[config.mk]
export PLATFORM = sky130hd
export DESIGN_NAME = compensation_coeff_ctrl
export DESIGN_NICKNAME = d
export VERILOG_FILES = /design/src/rtl/comp_filter_pkg.sv /design/src/rtl/comp_coeff_bank.sv /design/src/rtl/compensation_coeff_ctrl.sv
export SDC_FILE = /design/constraint.sdc
export NUM_CORES = 1
export LEC_CHECK = 0
export ABC_AREA = 0
export BUFFER_PORTS_ARGS = -buffer_cell sky130_fd_sc_hd__buf_2
export CORE_AREA = 4 4 183 185
export DETAILED_ROUTE_END_ITERATION = 7
export DIE_AREA = 0 0 187 189
export GPL_ROUTABILITY_DRIVEN = 0
export PLACE_DENSITY = 0.5
export SYNTH_ARGS = -nofsm -noshare
export SYNTH_HDL_FRONTEND = slang
export SYNTH_SLANG_ARGS = --single-unit
[constraint.sdc]
create_clock -name clk -period 3.15 [get_ports clk]
set_input_delay 0.63 -clock clk [delete_from_list [all_inputs] [get_ports clk]]
set_output_delay 0.63 -clock clk [all_outputs]
set_load 0.005 [all_outputs]
[src/rtl/comp_filter_pkg.sv]
// Shared definitions for the CIC compensation FIR coefficient controller.
//   COEFF_WIDTH_DEF : default coefficient width (signed Q1.15)
//   COEFF_PRESET    : 8-entry reset/preset pattern, repeated modulo 8 for wider filters
//   coeff_state_e   : controller FSM states
package comp_filter_pkg;

  localparam int COEFF_WIDTH_DEF = 16;

  localparam logic [15:0] COEFF_PRESET [0:7] = '{
    16'h1000, 16'h0F00, 16'h0E00, 16'h0D00,
    16'h0D00, 16'h0E00, 16'h0F00, 16'h1000
  };

  typedef enum logic [1:0] {
    IDLE    = 2'd0,
    PENDING = 2'd1,
    SWAP    = 2'd2
  } coeff_state_e;

endpackage

[src/rtl/comp_coeff_bank.sv]
// TAPS x COEFF_WIDTH coefficient register bank.
//   clk, rst_n : clock, synchronous active-low reset (loads presets)
//   wr_mask    : per-tap write enables, all enabled taps take wr_data
//   wr_data    : coefficient value to write
//   load_en    : bulk load of every tap from load_data (wins over wr_mask)
//   load_data  : flattened source bank, tap k at [k*COEFF_WIDTH +: COEFF_WIDTH]
//   q          : flattened bank contents, same layout
module comp_coeff_bank
  import comp_filter_pkg::*;
#(
  parameter int TAPS        = 8,
  parameter int COEFF_WIDTH = COEFF_WIDTH_DEF
) (
  input  logic                        clk,
  input  logic                        rst_n,
  input  logic [TAPS-1:0]             wr_mask,
  input  logic [COEFF_WIDTH-1:0]      wr_data,
  input  logic                        load_en,
  input  logic [TAPS*COEFF_WIDTH-1:0] load_data,
  output logic [TAPS*COEFF_WIDTH-1:0] q
);

  logic [TAPS-1:0][COEFF_WIDTH-1:0] mem;

  for (genvar k = 0; k < TAPS; k++) begin : g_tap
    always_ff @(posedge clk) begin
      if (!rst_n)           mem[k] <= COEFF_WIDTH'(COEFF_PRESET[k % 8]);
      else if (load_en)     mem[k] <= load_data[k*COEFF_WIDTH +: COEFF_WIDTH];
      else if (wr_mask[k])  mem[k] <= wr_data;
    end
  end

  assign q = mem;

endmodule

[src/rtl/compensation_coeff_ctrl.sv]
// Double-buffered coefficient controller for the CIC compensation FIR.
// The host fills a shadow bank, then commits; the shadow is copied into the
// active bank on the first sample-quiet cycle (data_valid_in=0) or, failing
// that, after SWAP_TIMEOUT cycles of waiting (forced swap).
//   clk, rst_n    : clock, synchronous active-low reset
//   data_valid_in : FIR sample strobe, monitored only
//   cfg_wr_en/cfg_addr/cfg_wdata : shadow write port
//   cfg_commit    : request shadow -> active swap
//   cfg_busy      : swap pending or in progress
//   cfg_err       : one-cycle pulse for a rejected write/commit
//   coeff_out     : active bank, tap k at [k*COEFF_WIDTH +: COEFF_WIDTH]
//   coeff_update  : pulse on the first cycle new coeff_out is visible
//   swap_forced   : pulse with coeff_update when the swap was a timeout
//   bank_seq      : completed swap count (wraps)
// Optional build macro COMP_COEFF_SYMMETRY_EN: symmetric coefficients; a write
// to k < TAPS/2 also updates tap TAPS-1-k, upper addresses are rejected.
module compensation_coeff_ctrl
  import comp_filter_pkg::*;
#(
  parameter int COEFF_WIDTH  = COEFF_WIDTH_DEF,
  parameter int TAPS         = 8,
  parameter int SWAP_TIMEOUT = 255
) (
  input  logic                        clk,
  input  logic                        rst_n,
  input  logic                        data_valid_in,
  input  logic                        cfg_wr_en,
  input  logic [$clog2(TAPS)-1:0]     cfg_addr,
  input  logic [COEFF_WIDTH-1:0]      cfg_wdata,
  input  logic                        cfg_commit,
  output logic                        cfg_busy,
  output logic                        cfg_err,
  output logic [TAPS*COEFF_WIDTH-1:0] coeff_out,
  output logic                        coeff_update,
  output logic                        swap_forced,
  output logic [7:0]                  bank_seq
);

  localparam int CW = $clog2(SWAP_TIMEOUT + 1);

  coeff_state_e            state, state_nxt;
  logic [CW-1:0]           wait_cnt;
  logic                    forced_q;
  logic                    timeout;
  logic                    addr_ok;
  logic                    wr_ok;
  logic [TAPS-1:0]         wr_mask;
  logic                    load_en;
  logic                    busy_d, err_d, update_d, forced_d;
  logic [TAPS*COEFF_WIDTH-1:0] shadow_q;

  // Last PENDING cycle once wait_cnt has counted SWAP_TIMEOUT-1 earlier cycles.
  assign timeout = (wait_cnt == CW'(SWAP_TIMEOUT - 1));

`ifdef COMP_COEFF_SYMMETRY_EN
  // TAPS is a power of two, so addr < TAPS/2 is simply a clear MSB,
  // and the mirrored tap TAPS-1-k is the bitwise complement of k.
  assign addr_ok = !cfg_addr[$clog2(TAPS)-1];
  always_comb begin
    wr_mask = '0;
    if (wr_ok) begin
      wr_mask[cfg_addr]  = 1'b1;
      wr_mask[~cfg_addr] = 1'b1;
    end
  end
`else
  assign addr_ok = 1'b1;
  always_comb begin
    wr_mask = '0;
    if (wr_ok) wr_mask[cfg_addr] = 1'b1;
  end
`endif

  // State register
  always_ff @(posedge clk) begin
    if (!rst_n) state <= IDLE;
    else        state <= state_nxt;
  end

  // Next-state logic
  always_comb begin
    state_nxt = state;
    case (state)
      IDLE:    if (cfg_commit) state_nxt = PENDING;
      PENDING: if (!data_valid_in || timeout) state_nxt = SWAP;
      SWAP:    state_nxt = IDLE;
      default: state_nxt = IDLE;
    endcase
  end

  // Output logic (next values of the registered outputs and bank controls)
  always_comb begin
    wr_ok    = (state == IDLE) && cfg_wr_en && addr_ok;
    load_en  = (state == SWAP);
    busy_d   = (state_nxt != IDLE);
    err_d    = ((state != IDLE) && (cfg_wr_en || cfg_commit)) ||
               ((state == IDLE) && cfg_wr_en && !addr_ok);
    update_d = (state == SWAP);
    forced_d = (state == SWAP) && forced_q;
  end

  always_ff @(posedge clk) begin
    if (!rst_n) begin
      wait_cnt     <= '0;
      forced_q     <= 1'b0;
      cfg_busy     <= 1'b0;
      cfg_err      <= 1'b0;
      coeff_update <= 1'b0;
      swap_forced  <= 1'b0;
      bank_seq     <= 8'd0;
    end else begin
      wait_cnt     <= (state == PENDING) ? wait_cnt + 1'b1 : '0;
      // A quiet cycle wins over timeout: only flag forced if data was still valid.
      if (state == PENDING)   forced_q <= data_valid_in && timeout;
      else if (state == SWAP) forced_q <= 1'b0;
      cfg_busy     <= busy_d;
      cfg_err      <= err_d;
      coeff_update <= update_d;
      swap_forced  <= forced_d;
      if (state == SWAP) bank_seq <= bank_seq + 8'd1;
    end
  end

  comp_coeff_bank #(.TAPS(TAPS), .COEFF_WIDTH(COEFF_WIDTH)) u_shadow (
    .clk       (clk),
    .rst_n     (rst_n),
    .wr_mask   (wr_mask),
    .wr_data   (cfg_wdata),
    .load_en   (1'b0),
    .load_data ('0),
    .q         (shadow_q)
  );

  comp_coeff_bank #(.TAPS(TAPS), .COEFF_WIDTH(COEFF_WIDTH)) u_active (
    .clk       (clk),
    .rst_n     (rst_n),
    .wr_mask   ('0),
    .wr_data   ('0),
    .load_en   (load_en),
    .load_data (shadow_q),
    .q         (coeff_out)
  );

endmodule

# Word-level counts from Yosys, hierarchy flattened
# Cells that the tools add are included.
# totals
ff_bits	279
input_bits	24
output_inout_bits	140
word_cells	52
# classes
reduce_logical	13
n_addsub	2
n_mux	8
eq_ne	3
magnitude_cmp	2
# op_table
operator	count
$add A8 B1 Y8 const B	2
$eq A8 B8 Y1 const B	1
$mux W8	1
$reduce_bool A2 Y1	3
$logic_and A1 B1 Y1	5
$lt A3 B4 Y1 const B	1
$mux W2	2
$pmux W2 S2	1
$demux W1 S3	1
$ge A3 B1 Y1 const B	1
$mux W1	3
$eq A2 B1 Y1 const B	1
$eq A2 B2 Y1 const B	1
$logic_not A2 Y1	1
$logic_or A1 B1 Y1	2
$reduce_and A2 Y1	1
$logic_not A1 Y1	1

# Depth between registers and ports, before layout
# logic_depth
depth_word	5
depth_mapped	8
depth_no_buf	5

# Modules after synthesis
# Synthesis repeated with hierarchy kept, for this count alone.
# hier_totals
cells_unflattened	1259
hier_area_um2	14172.3
# modules_own_cells
mod	area_per_inst_um2	instances	seq_area_each_um2	cells_per_inst
comp_coeff_bank	6575.1	2	2562.5	571
compensation_coeff_ctrl	1022.2	1	460.4	117

# Least setup slack after synthesis
# No wires, ideal clock.
# synth_timing
path_kind	input-to-reg
startpoint	input port cfg_addr[1]
endpoint	register u_shadow.mem, in the netlist u_shadow.q[26]
setup_ps	137
path_buffers	1
slack_ps	1689
stages	4
arrival_ps	1324
t_required_ps	3013
path_cell_list	or2_2 clkbuf_1 o21ai_0 nand3_1
# synth_via
elab_chain_cells	5
elab_cells_between_ends	6
cone_classes	2 x order compare; 3 x mux; 1 x reduce/logical
# synth_lines
element	line_no	rtl
start, declared	compensation_coeff_ctrl.sv:28	input logic [$clog2(TAPS)-1:0] cfg_addr,
$lt A3 B4 Y1 (not written as such) or $ge A3 B1 Y1 (tied branches)	compensation_coeff_ctrl.sv:70	if (wr_ok) wr_mask[cfg_addr] = 1'b1;
$logic_and A1 B1 Y1 (not written as such)	compensation_coeff_ctrl.sv:70	
$mux W1 (not written as such)	compensation_coeff_ctrl.sv:70	
$demux W1 S3 *	compensation_coeff_ctrl.sv:70	
$mux W8 *	compensation_coeff_ctrl.sv:70	
end signal, assigned by index	comp_coeff_bank.sv:27	if (!rst_n) mem[k] <= COEFF_WIDTH'(COEFF_PRESET[k % 8]);
end signal, assigned by index	comp_coeff_bank.sv:28	else if (load_en) mem[k] <= load_data[k*COEFF_WIDTH +: COEFF_WIDTH];
end signal, assigned by index	comp_coeff_bank.sv:29	else if (wr_mask[k]) mem[k] <= wr_data;
end, declared	comp_coeff_bank.sv:23	logic [TAPS-1:0][COEFF_WIDTH-1:0] mem;
# Every way passes the cells marked *; elsewhere a longest branch is shown, timed or not.
# A chain may end at the register's enable or synchronous reset.

# Final worst setup path
# layout_timing
startpoint	register state[0]
endpoint	register u_shadow.mem, in the netlist u_shadow.q[65]
# layout_via
elab_chain_cells	3
# layout_lines
element	line_no	rtl
start, declared	compensation_coeff_ctrl.sv:41	coeff_state_e state, state_nxt;
start signal, assigned	compensation_coeff_ctrl.sv:77	else state <= state_nxt;
$logic_not A2 Y1	compensation_coeff_ctrl.sv:93	wr_ok = (state == IDLE) && cfg_wr_en && addr_ok;
$logic_and A1 B1 Y1	-	
$mux W8	compensation_coeff_ctrl.sv:70	
# Every way passes these cells.

==> flow_summary.ini <==
[clock_tree]
clk_latency_ns = 0.55
cts_tree = yes
root_buffer = clkbuf_16
clkSinkCount = 279
cts_resized = 0
path_clk_slew_ns = 0.06
cts.path.max_buffers = 3
post-cts-setup-buffers = 0
cts_hold_buf = 0
cts_buffers = 30
htree_levels = 1

[critical_path]
cp_num_buf_inv = 2
r2r_slack_ns = 0.83
cp-end-kind = flop
cp.required_ns = 3.56
worstPathArrival_ns = 2.73
crit_end = u_shadow.q[65]
critPathLaunchType = flop
crit_cells = 6
crit_family = simple AND/OR/NAND/NOR gates
crit_start = state[0]
rr_startpoint = state[0]
r2r_cells = 6
max_stage_delay_ns = 0.63
cp_slowest_cell = nand3b_2
r2r-end = u_shadow.q[65]
crit_fanout = 32
critical_path_class = reg -> reg
crit_chain = inv_1 > ha_1 > nand3b_2 > buf_4 > o21ai_0 > a21oi_1

[sta]
slew-limit-headroom_pct = 49.1
worst_slack_ns = 0.830
setup_violations = 0
period_needed_ns = 2.32
slew_viol_final = 0
fin_skew_ns = 0.0171
tightest_slew_ns = 0.760
hold_viol = 0
post-route-period-util_pct = 73.6
max_freq_mhz = 431
grt_setup_unrepaired = no
fin_setup_tns_ns = 0

[place]
dpl.hpwl_um = 18200
place_ws_ns = 0.805
dpl-instance-area_mm2 = 0.0114
io_buffers = 163

[global_routing]
grt_first_pass_wirelength_um = 47300
antenna_found_initial = 1
grt.total_usage_pct = 16.3
grt_max_degree = 88
grt-ovfl-total = 0
grt_pass1_vias = 8076

[yosys]
synth.largest_area_cell = dfxtp_1
synth_cell_types = 34
ys_ff_latch = 279
avgSynthCellArea_um2 = 9.27
async_flop_share_pct = 0
synth_area_mm2 = 0.0104
synthCells = 1123
synth_commonest_cells = dfxtp_1 (279), nand3_1 (156), mux2i_1 (129)
synth_nets = 1153
ys.flop_type = dfxtp_1
yosysWarnings = 0
yosysMostFrequentCell = dfxtp_1
synth_edf_count = 0
seq_area_frac_synth_pct = 53.7
synth_area_leaders = dfxtp_1 (54%), mux2i_1 (12%), nand3_1 (7.5%), o21ai_0 (6.1%), a21oi_1 (5.4%)
synth.top_cell.area_share_pct = 53.7

[drt]
dr.pass1.iters = 5
wl_per_cell_um = 18.1
drc_errors = 0
drt-total-wl_um = 29900
drt-initial-drc-count = 561
viasPerCell = 5.02
antenna_left = 0
vias = 8298

[finish]
drive_above_1_share_pct = 19.3
postLayoutCoreUtil_pct = 38.8
areaGrowthSynthToFinish_pct = 19.5
fillCellCount = 3247
fin_nets = 1250
finalInstanceArea_mm2 = 0.0124

[min_path]
hp-class = in -> reg

[floorplan]
rows = 66
die_x_um = 187
fp.dieArea_mm2 = 0.0353
core_area_mm2 = 0.0320
initial_core_util_pct = 32.5
die_h_um = 189
io_pins = 164

[power]
ir_worst_vdd_mv = 0.384
p_leak_uw = 0.00456
power.density_mw_per_mm2 = 622
p_total_uw = 7740

[flow_run]
max-cap-violations = 0

[outcome]
outcome = completed
-- registers in the layout (all words and copies together) (netlist names) --
signal,flops
wait_cnt,8
u_active.q,128
cfg_err,1
swap_forced,1
bank_seq,8
state,2
u_shadow.q,128
cfg_busy,1
forced_q,1
coeff_update,1
-- cell usage in the layout, fill, tap and decap left out, types with 4 or more instances in the layout --
| cell type | instances |
|---|---|
| nand2_1 | 27 |
| o21ai_1 | 9 |
| mux2i_1 | 129 |
| nand4_1 | 4 |
| buf_4 | 9 |
| clkbuf_16 | 31 |
| clkbuf_8 | 6 |
| nor2_1 | 119 |
| o21ai_0 | 126 |
| bufinv_16 | 4 |
| buf_12 | 7 |
| ha_1 | 5 |
| or3_1 | 6 |
| nand3_1 | 156 |
| inv_1 | 5 |
| clkbuf_1 | 7 |
| dfxtp_1 | 279 |
| xor2_1 | 5 |
| a21oi_1 | 113 |
| buf_2 | 163 |
| clkinv_2 | 6 |
-- routing by layer --
metal,GRT usage (%),vias up,share of wire [%]
met1,22.9,3982,47
met4,3.41,0,1.5
li1,-,4074,-
met3,3.58,41,5.7
met2,25.8,201,46
met5,0,-,0
-- tightest hold or removal path: cells and delay by family --
family	cells	cell delay (ns)
buffers and inverters	1	0.12
AND/OR/NAND/NOR	2	0.13
-- cells by family after synthesis --
| family | after synthesis | synth area share, % |
|---|---|---|
| flip-flops | 279 | 53.7 |
| multiplexers | 129 | 12.4 |
| adder cells (fa/ha/maj) | 6 | 0.721 |
| AO/OA/AOI/OAI | 252 | 12.3 |
| buffers and inverters | 120 | 5.73 |
| AND/OR/NAND/NOR | 330 | 14.6 |
| XOR/XNOR | 7 | 0.589 |
-- how the worst min path moves through the flow --
stage / startpoint / to / cells after the start
after floorplan: wait_cnt[0] / wait_cnt[0] / 1
after global placement: wait_cnt[0] / wait_cnt[0] / 1
after detailed placement: u_active.q[74] / u_active.q[74] / 2
after CTS: cfg_commit / cfg_err / 3
after global routing: cfg_commit / cfg_err / 3
final: cfg_commit / cfg_err / 3
-- through the flow --
step	hold slack (ns)	cells
2_1_floorplan	0.430	1123
3_3_place_gp	0.447	1596
3_5_place_dp	0.457	1596
4_1_cts	0.351	1651
5_1_grt	0.400	1652
6_report	0.375	1652
-- where the power goes --
group	total, uW	internal (uW)	switching (uW)
registers	3600	3570	27.2
clock network	3690	2260	1430
logic	442	120	322
total	7740	5960	1780
-- final cells by class --
cell class | instances | area (um2) | area share (%)
Clock buffer | 44 | 885 | 7.11
Sequential cell | 279 | 5590 | 44.9
Timing Repair Buffer | 179 | 1020 | 8.23
Antenna cell | 1 | 2.50 | 0.0201
Multi-Input combinational cell | 724 | 4250 | 34.2
Clock inverter | 11 | 159 | 1.28
Inverter | 6 | 27.5 | 0.221
Tap cell | 408 | 510 | 4.10
Power figures use the tool's default switching activity.
